$ cat config.mk
export PLATFORM = sky130hd
export DESIGN_NAME = nmi_arbiter_flat
export DESIGN_NICKNAME = d
export VERILOG_FILES = /design/src/rtl/nmi_arb_pkg.sv /design/src/rtl/nmi_arbiter_if.sv /design/src/rtl/nmi_arb_pick.sv /design/src/rtl/nmi_arbiter.sv /design/src/flat_wrapper.sv
export SDC_FILE = /design/constraint.sdc
export NUM_CORES = 1
export LEC_CHECK = 0
export CAP_MARGIN = 5
export CORE_AREA = 4 4 197 199
export DETAILED_ROUTE_END_ITERATION = 8
export DIE_AREA = 0 0 201 203
export GPL_TIMING_DRIVEN = 0
export MAX_ROUTING_LAYER = met4
export PLACE_DENSITY = 0.46
export SLEW_MARGIN = 10
export SYNTH_ARGS = -nofsm -noshare
export SYNTH_HDL_FRONTEND = slang
export SYNTH_SLANG_ARGS = --single-unit
$ cat constraint.sdc
create_clock -name clk_i -period 2.2 [get_ports clk_i]
set_input_delay 0.44 -clock clk_i [delete_from_list [all_inputs] [get_ports clk_i]]
set_output_delay 0.44 -clock clk_i [all_outputs]
set_load 0.05 [all_outputs]
$ cat src/rtl/nmi_arb_pkg.sv
// nmi_arb_pkg: FSM states, arbitration modes, error fill and index-width helper for the NMI arbiter
package nmi_arb_pkg;
  typedef enum logic {ARB_IDLE, ARB_BUSY} arb_state_t;
  localparam int ARB_RR = 0;
  localparam int ARB_FIXED = 1;
  localparam logic ERR_FILL = 1'b1;
  function automatic int idx_w(input int n);
    return n > 1 ? $clog2(n) : 1;
  endfunction
endpackage

$ cat src/rtl/nmi_arbiter_if.sv
// nmi_arbiter_if: packed per-master request/completion lanes plus the shared downstream NMI port
interface nmi_arbiter_if #(
  parameter int NUM_MST = 4,
  parameter int AW = 32,
  parameter int DW = 32
);
  logic [NUM_MST-1:0] m_valid_i;
  logic [NUM_MST*AW-1:0] m_addr_i;
  logic [NUM_MST*DW-1:0] m_wdata_i;
  logic [NUM_MST*DW/8-1:0] m_wstrb_i;
  logic [NUM_MST-1:0] m_ready_o;
  logic [NUM_MST*DW-1:0] m_rdata_o;
  logic s_valid_o;
  logic [AW-1:0] s_addr_o;
  logic [DW-1:0] s_wdata_o;
  logic [DW/8-1:0] s_wstrb_o;
  logic s_ready_i;
  logic [DW-1:0] s_rdata_i;
  modport master (
    input m_valid_i, m_addr_i, m_wdata_i, m_wstrb_i, s_ready_i, s_rdata_i,
    output m_ready_o, m_rdata_o, s_valid_o, s_addr_o, s_wdata_o, s_wstrb_o
  );
  modport slave (
    output m_valid_i, m_addr_i, m_wdata_i, m_wstrb_i, s_ready_i, s_rdata_i,
    input m_ready_o, m_rdata_o, s_valid_o, s_addr_o, s_wdata_o, s_wstrb_o
  );
endinterface

$ cat src/rtl/nmi_arb_pick.sv
// nmi_arb_pick: combinational winner select, round-robin from ptr (mode 0) or lowest index (mode 1)
module nmi_arb_pick
  import nmi_arb_pkg::*;
#(
  parameter int N = 4,
  localparam int IW = idx_w(N)
) (
  input  logic [N-1:0]  req,
  input  logic [IW-1:0] ptr,
  input  logic          mode,
  output logic [N-1:0]  win,
  output logic [IW-1:0] idx
);
  logic [IW-1:0] base;
  assign base = mode ? '0 : ptr;
  always_comb begin
    idx = '0;
    for (int i = N - 1; i >= 0; i--)
      if (req[(int'(base) + i) % N]) idx = IW'((int'(base) + i) % N);
  end
  assign win = |req ? N'(1) << idx : '0;
endmodule

$ cat src/rtl/nmi_arbiter.sv
// nmi_arbiter: N-master NMI arbiter (round-robin/fixed priority), NMI_ARB_TIMEOUT_EN adds a hung-transfer watchdog
module nmi_arbiter
  import nmi_arb_pkg::*;
#(
  parameter int NUM_MST = 4,
  parameter int AW = 32,
  parameter int DW = 32,
  parameter int ARB_MODE = ARB_RR,
  parameter int TIMEOUT_CYC = 255,
  localparam int IW = idx_w(NUM_MST)
) (
  input  logic               clk_i,
  input  logic               rst_i,
  nmi_arbiter_if.master      bus,
  output logic [NUM_MST-1:0] grant_o,
  output logic               timeout_o
);
  arb_state_t state;
  logic [IW-1:0] ptr, g, pick_idx;
  logic [NUM_MST-1:0] pick_win;
  logic busy, req_g, done, to, fin;
  nmi_arb_pick #(.N(NUM_MST)) u_pick (
    .req(bus.m_valid_i),
    .ptr(ptr),
    .mode(ARB_MODE == ARB_FIXED),
    .win(pick_win),
    .idx(pick_idx)
  );
  assign busy = state == ARB_BUSY;
  assign req_g = busy & bus.m_valid_i[g];
  assign done = req_g & bus.s_ready_i;
`ifdef NMI_ARB_TIMEOUT_EN
  logic [15:0] cnt;
  assign to = req_g & ~bus.s_ready_i & (cnt == 16'(TIMEOUT_CYC));
  always_ff @(posedge clk_i)
    cnt <= (rst_i || !req_g || fin) ? '0 : cnt + 16'd1;
`else
  assign to = 1'b0;
`endif
  assign fin = done | to;
  assign timeout_o = to;
  assign bus.s_valid_o = req_g & ~to;
  assign bus.s_addr_o = busy ? bus.m_addr_i[int'(g)*AW +: AW] : '0;
  assign bus.s_wdata_o = busy ? bus.m_wdata_i[int'(g)*DW +: DW] : '0;
  assign bus.s_wstrb_o = busy ? bus.m_wstrb_i[int'(g)*(DW/8) +: DW/8] : '0;
  assign bus.m_ready_o = fin ? grant_o : '0;
  for (genvar k = 0; k < NUM_MST; k++) begin : g_rd
    assign bus.m_rdata_o[k*DW +: DW] = (fin & grant_o[k]) ? (to ? {DW{ERR_FILL}} : bus.s_rdata_i) : '0;
  end
  always_ff @(posedge clk_i)
    if (rst_i) begin
      state <= ARB_IDLE;
      ptr <= '0;
      g <= '0;
      grant_o <= '0;
    end else if (!busy) begin
      if (|bus.m_valid_i) begin
        state <= ARB_BUSY;
        g <= pick_idx;
        grant_o <= pick_win;
      end
    end else if (!req_g || fin) begin
      state <= ARB_IDLE;
      grant_o <= '0;
      if (fin) ptr <= (g == IW'(NUM_MST - 1)) ? '0 : g + IW'(1);
    end
endmodule

$ cat src/flat_wrapper.sv
// flat-port wrapper written by rule: the top's interface ports become plain ports
module nmi_arbiter_flat import nmi_arb_pkg::*;
#(
  parameter int NUM_MST = 4,
  parameter int AW = 32,
  parameter int DW = 32,
  parameter int ARB_MODE = ARB_RR,
  parameter int TIMEOUT_CYC = 255,
  localparam int IW = idx_w(NUM_MST)
)
  (clk_i, rst_i, grant_o, timeout_o, bus_m_valid_i, bus_m_addr_i, bus_m_wdata_i, bus_m_wstrb_i, bus_s_ready_i, bus_s_rdata_i, bus_m_ready_o, bus_m_rdata_o, bus_s_valid_o, bus_s_addr_o, bus_s_wdata_o, bus_s_wstrb_o);
  nmi_arbiter_if #(.NUM_MST(NUM_MST), .AW(AW), .DW(DW)) bus_i ();
  input  logic clk_i;
  input  logic rst_i;
  output logic [NUM_MST-1:0] grant_o;
  output logic timeout_o;
  input wire logic [$bits(bus_i.m_valid_i)-1:0] bus_m_valid_i;
  input wire logic [$bits(bus_i.m_addr_i)-1:0] bus_m_addr_i;
  input wire logic [$bits(bus_i.m_wdata_i)-1:0] bus_m_wdata_i;
  input wire logic [$bits(bus_i.m_wstrb_i)-1:0] bus_m_wstrb_i;
  input wire logic [$bits(bus_i.s_ready_i)-1:0] bus_s_ready_i;
  input wire logic [$bits(bus_i.s_rdata_i)-1:0] bus_s_rdata_i;
  output wire logic [$bits(bus_i.m_ready_o)-1:0] bus_m_ready_o;
  output wire logic [$bits(bus_i.m_rdata_o)-1:0] bus_m_rdata_o;
  output wire logic [$bits(bus_i.s_valid_o)-1:0] bus_s_valid_o;
  output wire logic [$bits(bus_i.s_addr_o)-1:0] bus_s_addr_o;
  output wire logic [$bits(bus_i.s_wdata_o)-1:0] bus_s_wdata_o;
  output wire logic [$bits(bus_i.s_wstrb_o)-1:0] bus_s_wstrb_o;
  assign bus_i.m_valid_i = bus_m_valid_i;
  assign bus_i.m_addr_i = bus_m_addr_i;
  assign bus_i.m_wdata_i = bus_m_wdata_i;
  assign bus_i.m_wstrb_i = bus_m_wstrb_i;
  assign bus_i.s_ready_i = bus_s_ready_i;
  assign bus_i.s_rdata_i = bus_s_rdata_i;
  assign bus_m_ready_o = bus_i.m_ready_o;
  assign bus_m_rdata_o = bus_i.m_rdata_o;
  assign bus_s_valid_o = bus_i.s_valid_o;
  assign bus_s_addr_o = bus_i.s_addr_o;
  assign bus_s_wdata_o = bus_i.s_wdata_o;
  assign bus_s_wstrb_o = bus_i.s_wstrb_o;
  nmi_arbiter #(.NUM_MST(NUM_MST), .AW(AW), .DW(DW), .ARB_MODE(ARB_MODE), .TIMEOUT_CYC(TIMEOUT_CYC)) u_core (.clk_i(clk_i), .rst_i(rst_i), .bus(bus_i), .grant_o(grant_o), .timeout_o(timeout_o));
endmodule
**Yosys cells after proc, flatten, opt, wreduce, memory -nomap -nowiden**

Index checks and enable logic that the tools add are counted.

- Input port bits: 311
- Register bits: 9
- Output and inout bits: 206
- Logic and storage cells: 71

- Bitwise operators: 10
- Magnitude comparators: 5
- Shift operators: 4
- Eq/ne operators: 2
- Add/subtract/negate cells: 4
- Reductions and logical operators: 10
- Mux-type cells: 32

Operators with widths:

| kind | number |
|---|---|
| $shiftx 128x8->32 | 2 |
| $mux 32 | 6 |
| $mux 4 | 5 |
| $shiftx 16x5->4 | 1 |
| $lt 3x4->1 const B | 3 |
| $mux 1 | 11 |
| $bmux 1 s2 | 5 |
| $mux 2 | 5 |
| $and 1x1->1 | 6 |
| $lt 2x3->1 const B | 2 |
| $reduce_or 2->1 | 3 |
| $add 2x1->2 const B | 2 |
| $add 2x2->2 const B | 2 |
| $reduce_and 2->1 | 2 |
| $reduce_or 4->1 | 1 |
| $shl 1x2->4 const A | 1 |
| $and 1x1->1 const A | 3 |
| $reduce_and 3->1 | 1 |
| $eq 2x2->1 const B | 1 |
| $ne 2x2->1 const B | 1 |
| $reduce_bool 2->1 | 1 |
| $logic_not 1->1 | 1 |
| $logic_or 1x1->1 | 1 |
| $not 1->1 | 1 |

**Depth between registers and ports, before layout**

- Depth in word-level cells: 13
- Gate-level depth with buffers: 7
- Depth with buffers taken out: 4

**Cells and area by module**

Synthesis repeated with hierarchy kept, for this count alone.

- Cells, all modules: 392
- Area, all modules: 3679.8 µm²

By module, submodules not included:

| module | area an instance (µm²) | cells each | times used | sequential area each (µm²) |
|---|---|---|---|---|
| nmi_arbiter | 3420.8 | 356 | 1 | 180.2 |
| nmi_arb_pick | 259.0 | 36 | 1 | 0.0 |

**Worst setup path before layout**

Ideal clock, no wire load.

- Path type: register to output
- From: reg u_core.g[0]
- To: out bus_m_rdata_o[0]
- Path buffers: 4
- Path slack: -0.100 ns
- Data required time: 1.760 ns
- Arrival time: 1.860 ns
- Cell stages (with the launch flop): 8
- Path through: dfxtp_1 buf_6 mux4_2 and3_1 buf_6 buf_6 buf_6 and3_1

- Longest elaborated chain between the ends: 6

Ends and longest elaborated chain:

| item | line | source |
|---|---|---|
| start: declaration | nmi_arbiter.sv:19 | `logic [IW-1:0] ptr, g, pick_idx;` |
| start signal: assignment | nmi_arbiter.sv:59 | `g <= pick_idx;` |
| $bmux 1 s2 | nmi_arbiter.sv:30 | `assign req_g = busy & bus.m_valid_i[g];` |
| $mux 1 (implied by the code) | nmi_arbiter.sv:30 |  |
| $and 1x1->1 | nmi_arbiter.sv:30 |  |
| $and 1x1->1 | nmi_arbiter.sv:31 | `assign done = req_g & bus.s_ready_i;` |
| $and 1x1->1 | nmi_arbiter.sv:48 | `assign bus.m_rdata_o[k*DW +: DW] = (fin & grant_o[k]) ? (to ? {DW{ERR_FILL}} : bus.s_rdata_i) : '0;` |
| $mux 32 | nmi_arbiter.sv:48 |  |
| end: declaration | flat_wrapper.sv:24 | `output wire logic [$bits(bus_i.m_rdata_o)-1:0] bus_m_rdata_o;` |

Every way passes these cells. The select of a mux whose other input is x is not followed.

**Worst setup path after layout**

- From: reg u_core.g[0]
- To: out bus_m_rdata_o[59]

Same word-level chain as after synthesis.

==> summary.md <==
| Metric | Value |
|---|---|
| DIE AREA | 40800 µm² |
| Nets | 1248 |
| Number of DRC markers in iteration 0 | 230 |
| Core Util, Final | 29.72% |
| Failing checks | setup timing |
| Worst hold path type | flip-flop to flip-flop |
| Mapped Area | 3527 µm² |
| Row count | 71 |
| DR vias | 5638 |
| Seq/Total Area, Yosys | 5.108% |
| Share of cells above drive strength 1 | 56.58% |
| Reported leakage power | 4.546 nW |
| Clk_lat worst skew | 0.24 ns |
| Max Root-Sink Buffers | 2 |
| Grt total ovfl | 0 |
| Via density per instance | 3.996 |
| Post-route setup TNS | -43.93 ns |
| Startpoint Class | flip-flop |
| CTS Hold Bufs | 0 |
| Critical Path AT | 2.10 ns |
| Inserted Clock Buffers | 3 |
| Vias in the first global route | 6003 |
| Post-route design area | 11060 µm² |
| Mean post-synth cell area | 9.507 µm² |
| H-Tree Depth | 1 |
| Pin slew with the least headroom to its limit | 0.5442 ns |
| Clock-pin slew of the registers on the worst-case setup and hold paths | 0.04 ns |
| Drt first pass iters | 4 |
| Tcrit/Tclk final | 115.4% |
| Global-route wire length before repair | 43600 µm |
| Min Hold Slack | 0.5431 ns |
| Min Tclk post-route | 2.540 ns |
| FF+latch count, synth | 9 |
| Total Routing Usage GR | 14.87% |
| Outcome | complete, but fails checks |
| TritonCTS clock tree | yes |
| CP required | 1.76 ns |
| DP Area | 9438 µm² |
| Die Ht | 203 µm |
| Crit end category | primary output |
| Maximum capacitance violations | 0 |
| Clock Skew | 0.003384 ns |
| Synth warnings | 0 |
| Crit Path Class | flip-flop to primary output |
| Initial Utilization | 9.476% |
| Final hold vios | 0 |
| Die X | 201 µm |
| Setup ws final | -0.3396 ns |
| Largest net degree at the start of global routing | 11 |
| DRC | 0 |
| Fmax | 393.8 MHz |
| ANT nets after route | 0 |
| Number of port buffers | 515 |
| Num ports | 517 |
| CP max FO | 10 |
| Synth-to-Final Area Change | 213.6% |
| Post-synth cell types | 30 |
| Fin. max-slew vios | 0 |
| Power density over cell area | 255.1 nW/µm² |
| Routability cong. | 0.8854 |
| RSZ-0062 raised after global routing | yes |
| Antenna violations before repair | 4 |
| Final setup violation count | 197 |
| Slew Limit Headroom | 63.39% |
| WL final | 33110 µm |
| Hpwl dp | 28470 µm |
| VDD IR max | 0.1572 mV |
| Root buf cell | clkbuf_16 |
| CTS sink cnt | 9 |
| DR WL/cell | 23.47 µm |
| Post-Synthesis Cells | 371 |
| CORE AREA | 37220 µm² |
| Syn nets | 683 |
[flip-flops by register name (all words and copies together) (netlist names)]
signal and count:
u_core.busy 1, u_core.g 2, u_core.grant_o 4, u_core.ptr 2
[power by group]
part	leakage, nW	total (mW)	internal (mW)	switching, mW
sequential	0.0743	0.196	0.174	0.0226
combinational	4.43	2.30	1.25	1.05
clock	0.0382	0.325	0.242	0.0825
[synth_stat cells]
cell type / count / area [µm²]
a32o_1: 4 / 40.04
o31a_1: 1 / 8.760
clkbuf_1: 35 / 131.4
dfxtp_1: 9 / 180.2
a21o_1: 1 / 7.510
a21oi_1: 5 / 25.02
nand2_1: 1 / 3.750
mux4_2: 69 / 1554
o21ai_0: 1 / 5.000
o31ai_1: 1 / 7.510
and3_1: 129 / 807.0
nor4_1: 1 / 6.260
nand3b_1: 1 / 7.510
buf_6: 9 / 101.4
mux2i_1: 2 / 20.02
o41ai_1: 1 / 8.760
or3_1: 1 / 6.260
nor3_1: 1 / 5.000
buf_4: 1 / 7.510
o21a_1: 1 / 7.510
o311ai_0: 1 / 8.760
nand2b_1: 3 / 18.77
ha_1: 1 / 12.51
inv_1: 1 / 3.750
and2_1: 73 / 456.7
or2_2: 1 / 6.260
conb_1: 1 / 3.750
buf_2: 7 / 35.03
nor2_1: 6 / 22.52
nor2b_1: 3 / 18.77
[final cells by class]
class	count	area, µm²
Multi-Input combinational cell	310	3623
Sequential cell	9	183.9
Antenna cell	2	5.005
Fill cell	3947	26160
Inverter	1	3.754
Buffer	50	515.5
Clock buffer	4	78.83
Timing Repair Buffer	561	6058
Tap cell	474	593.1
[path summary, 6_finish.rpt]
kind	endpoint	slack (ns)	from	cells past startpoint
max	bus_m_rdata_o[59]	-0.34	u_core.g[0]	6
min	u_core.ptr[0]	0.54	u_core.ptr[0]	2
max reg2reg	u_core.ptr[0]	0.27	u_core.g[0]	7
min reg2reg	u_core.ptr[0]	0.54	u_core.ptr[0]	2
[worst max-delay path: stages (launching register included)]
cell     delay [ns]
dfxtp_4        0.37
mux4_2         0.58
and3_4         0.24
buf_12         0.16
buf_12         0.14
and3_2         0.22
buf_6          0.15
[per-layer routing]
| metal | global-route usage [%] | wire length (µm) |
|---|---|---|
| met5 | - | 0 |
| met4 | 2.802 | 753 |
| met3 | 2.987 | 1944 |
| met2 | 29.02 | 18250 |
| met1 | 15.53 | 12160 |
[cell families after synthesis]
family | Yosys count | share of synthesized area, %
AO/OA/AOI/OAI | 16 | 3.370
adder cells (fa/ha/maj) | 1 | 0.3547
buffers and inverters | 53 | 7.911
flip-flops | 9 | 5.108
multiplexers | 71 | 44.63
other | 1 | 0.1063
AND/OR/NAND/NOR | 220 | 38.52
[what timing repair did]
action,4_1_cts,5_1_grt
gates cloned,2,8
setup endpoints to repair,202,204
setup buffers,4,33
resized for setup,1129,654
pin swaps,2,1
[cells in the final DEF, fill, tap and decap left out, drive strengths merged]
| master | instances |
|---|---|
| clkdlybuf4s50 | 307 |
| buf | 267 |
| and3 | 130 |
| and2 | 73 |
| mux4 | 69 |
| clkbuf | 38 |
| dfxtp | 9 |
| nor2 | 6 |
| a21oi | 5 |
| a32o | 4 |
| nand2b | 3 |
| nor2b | 3 |
| dlymetal6s2s | 3 |
| diode | 2 |
| mux2i | 2 |
| nor4 | 1 |
| inv | 1 |
| a21o | 1 |
| o311ai | 1 |
| or2 | 1 |
| nand2 | 1 |
| o21a | 1 |
| o21ai | 1 |
| o41ai | 1 |
| o31a | 1 |
| nor3 | 1 |
| nand3b | 1 |
| or3 | 1 |
| o31ai | 1 |
| ha | 1 |
| conb | 1 |
[stage by stage]
stage	setup WS, ns	std cells	total power, mW
4_1_cts	-0.4113	1369	2.556
3_5_place_dp	-1.493	1360	2.183
6_report	-0.3396	1411	2.822
2_1_floorplan	-0.06348	371	1.128
5_1_grt	-0.3718	1411	2.939
3_3_place_gp	-1.484	1360	2.177
(Power assumes the default switching activity.)
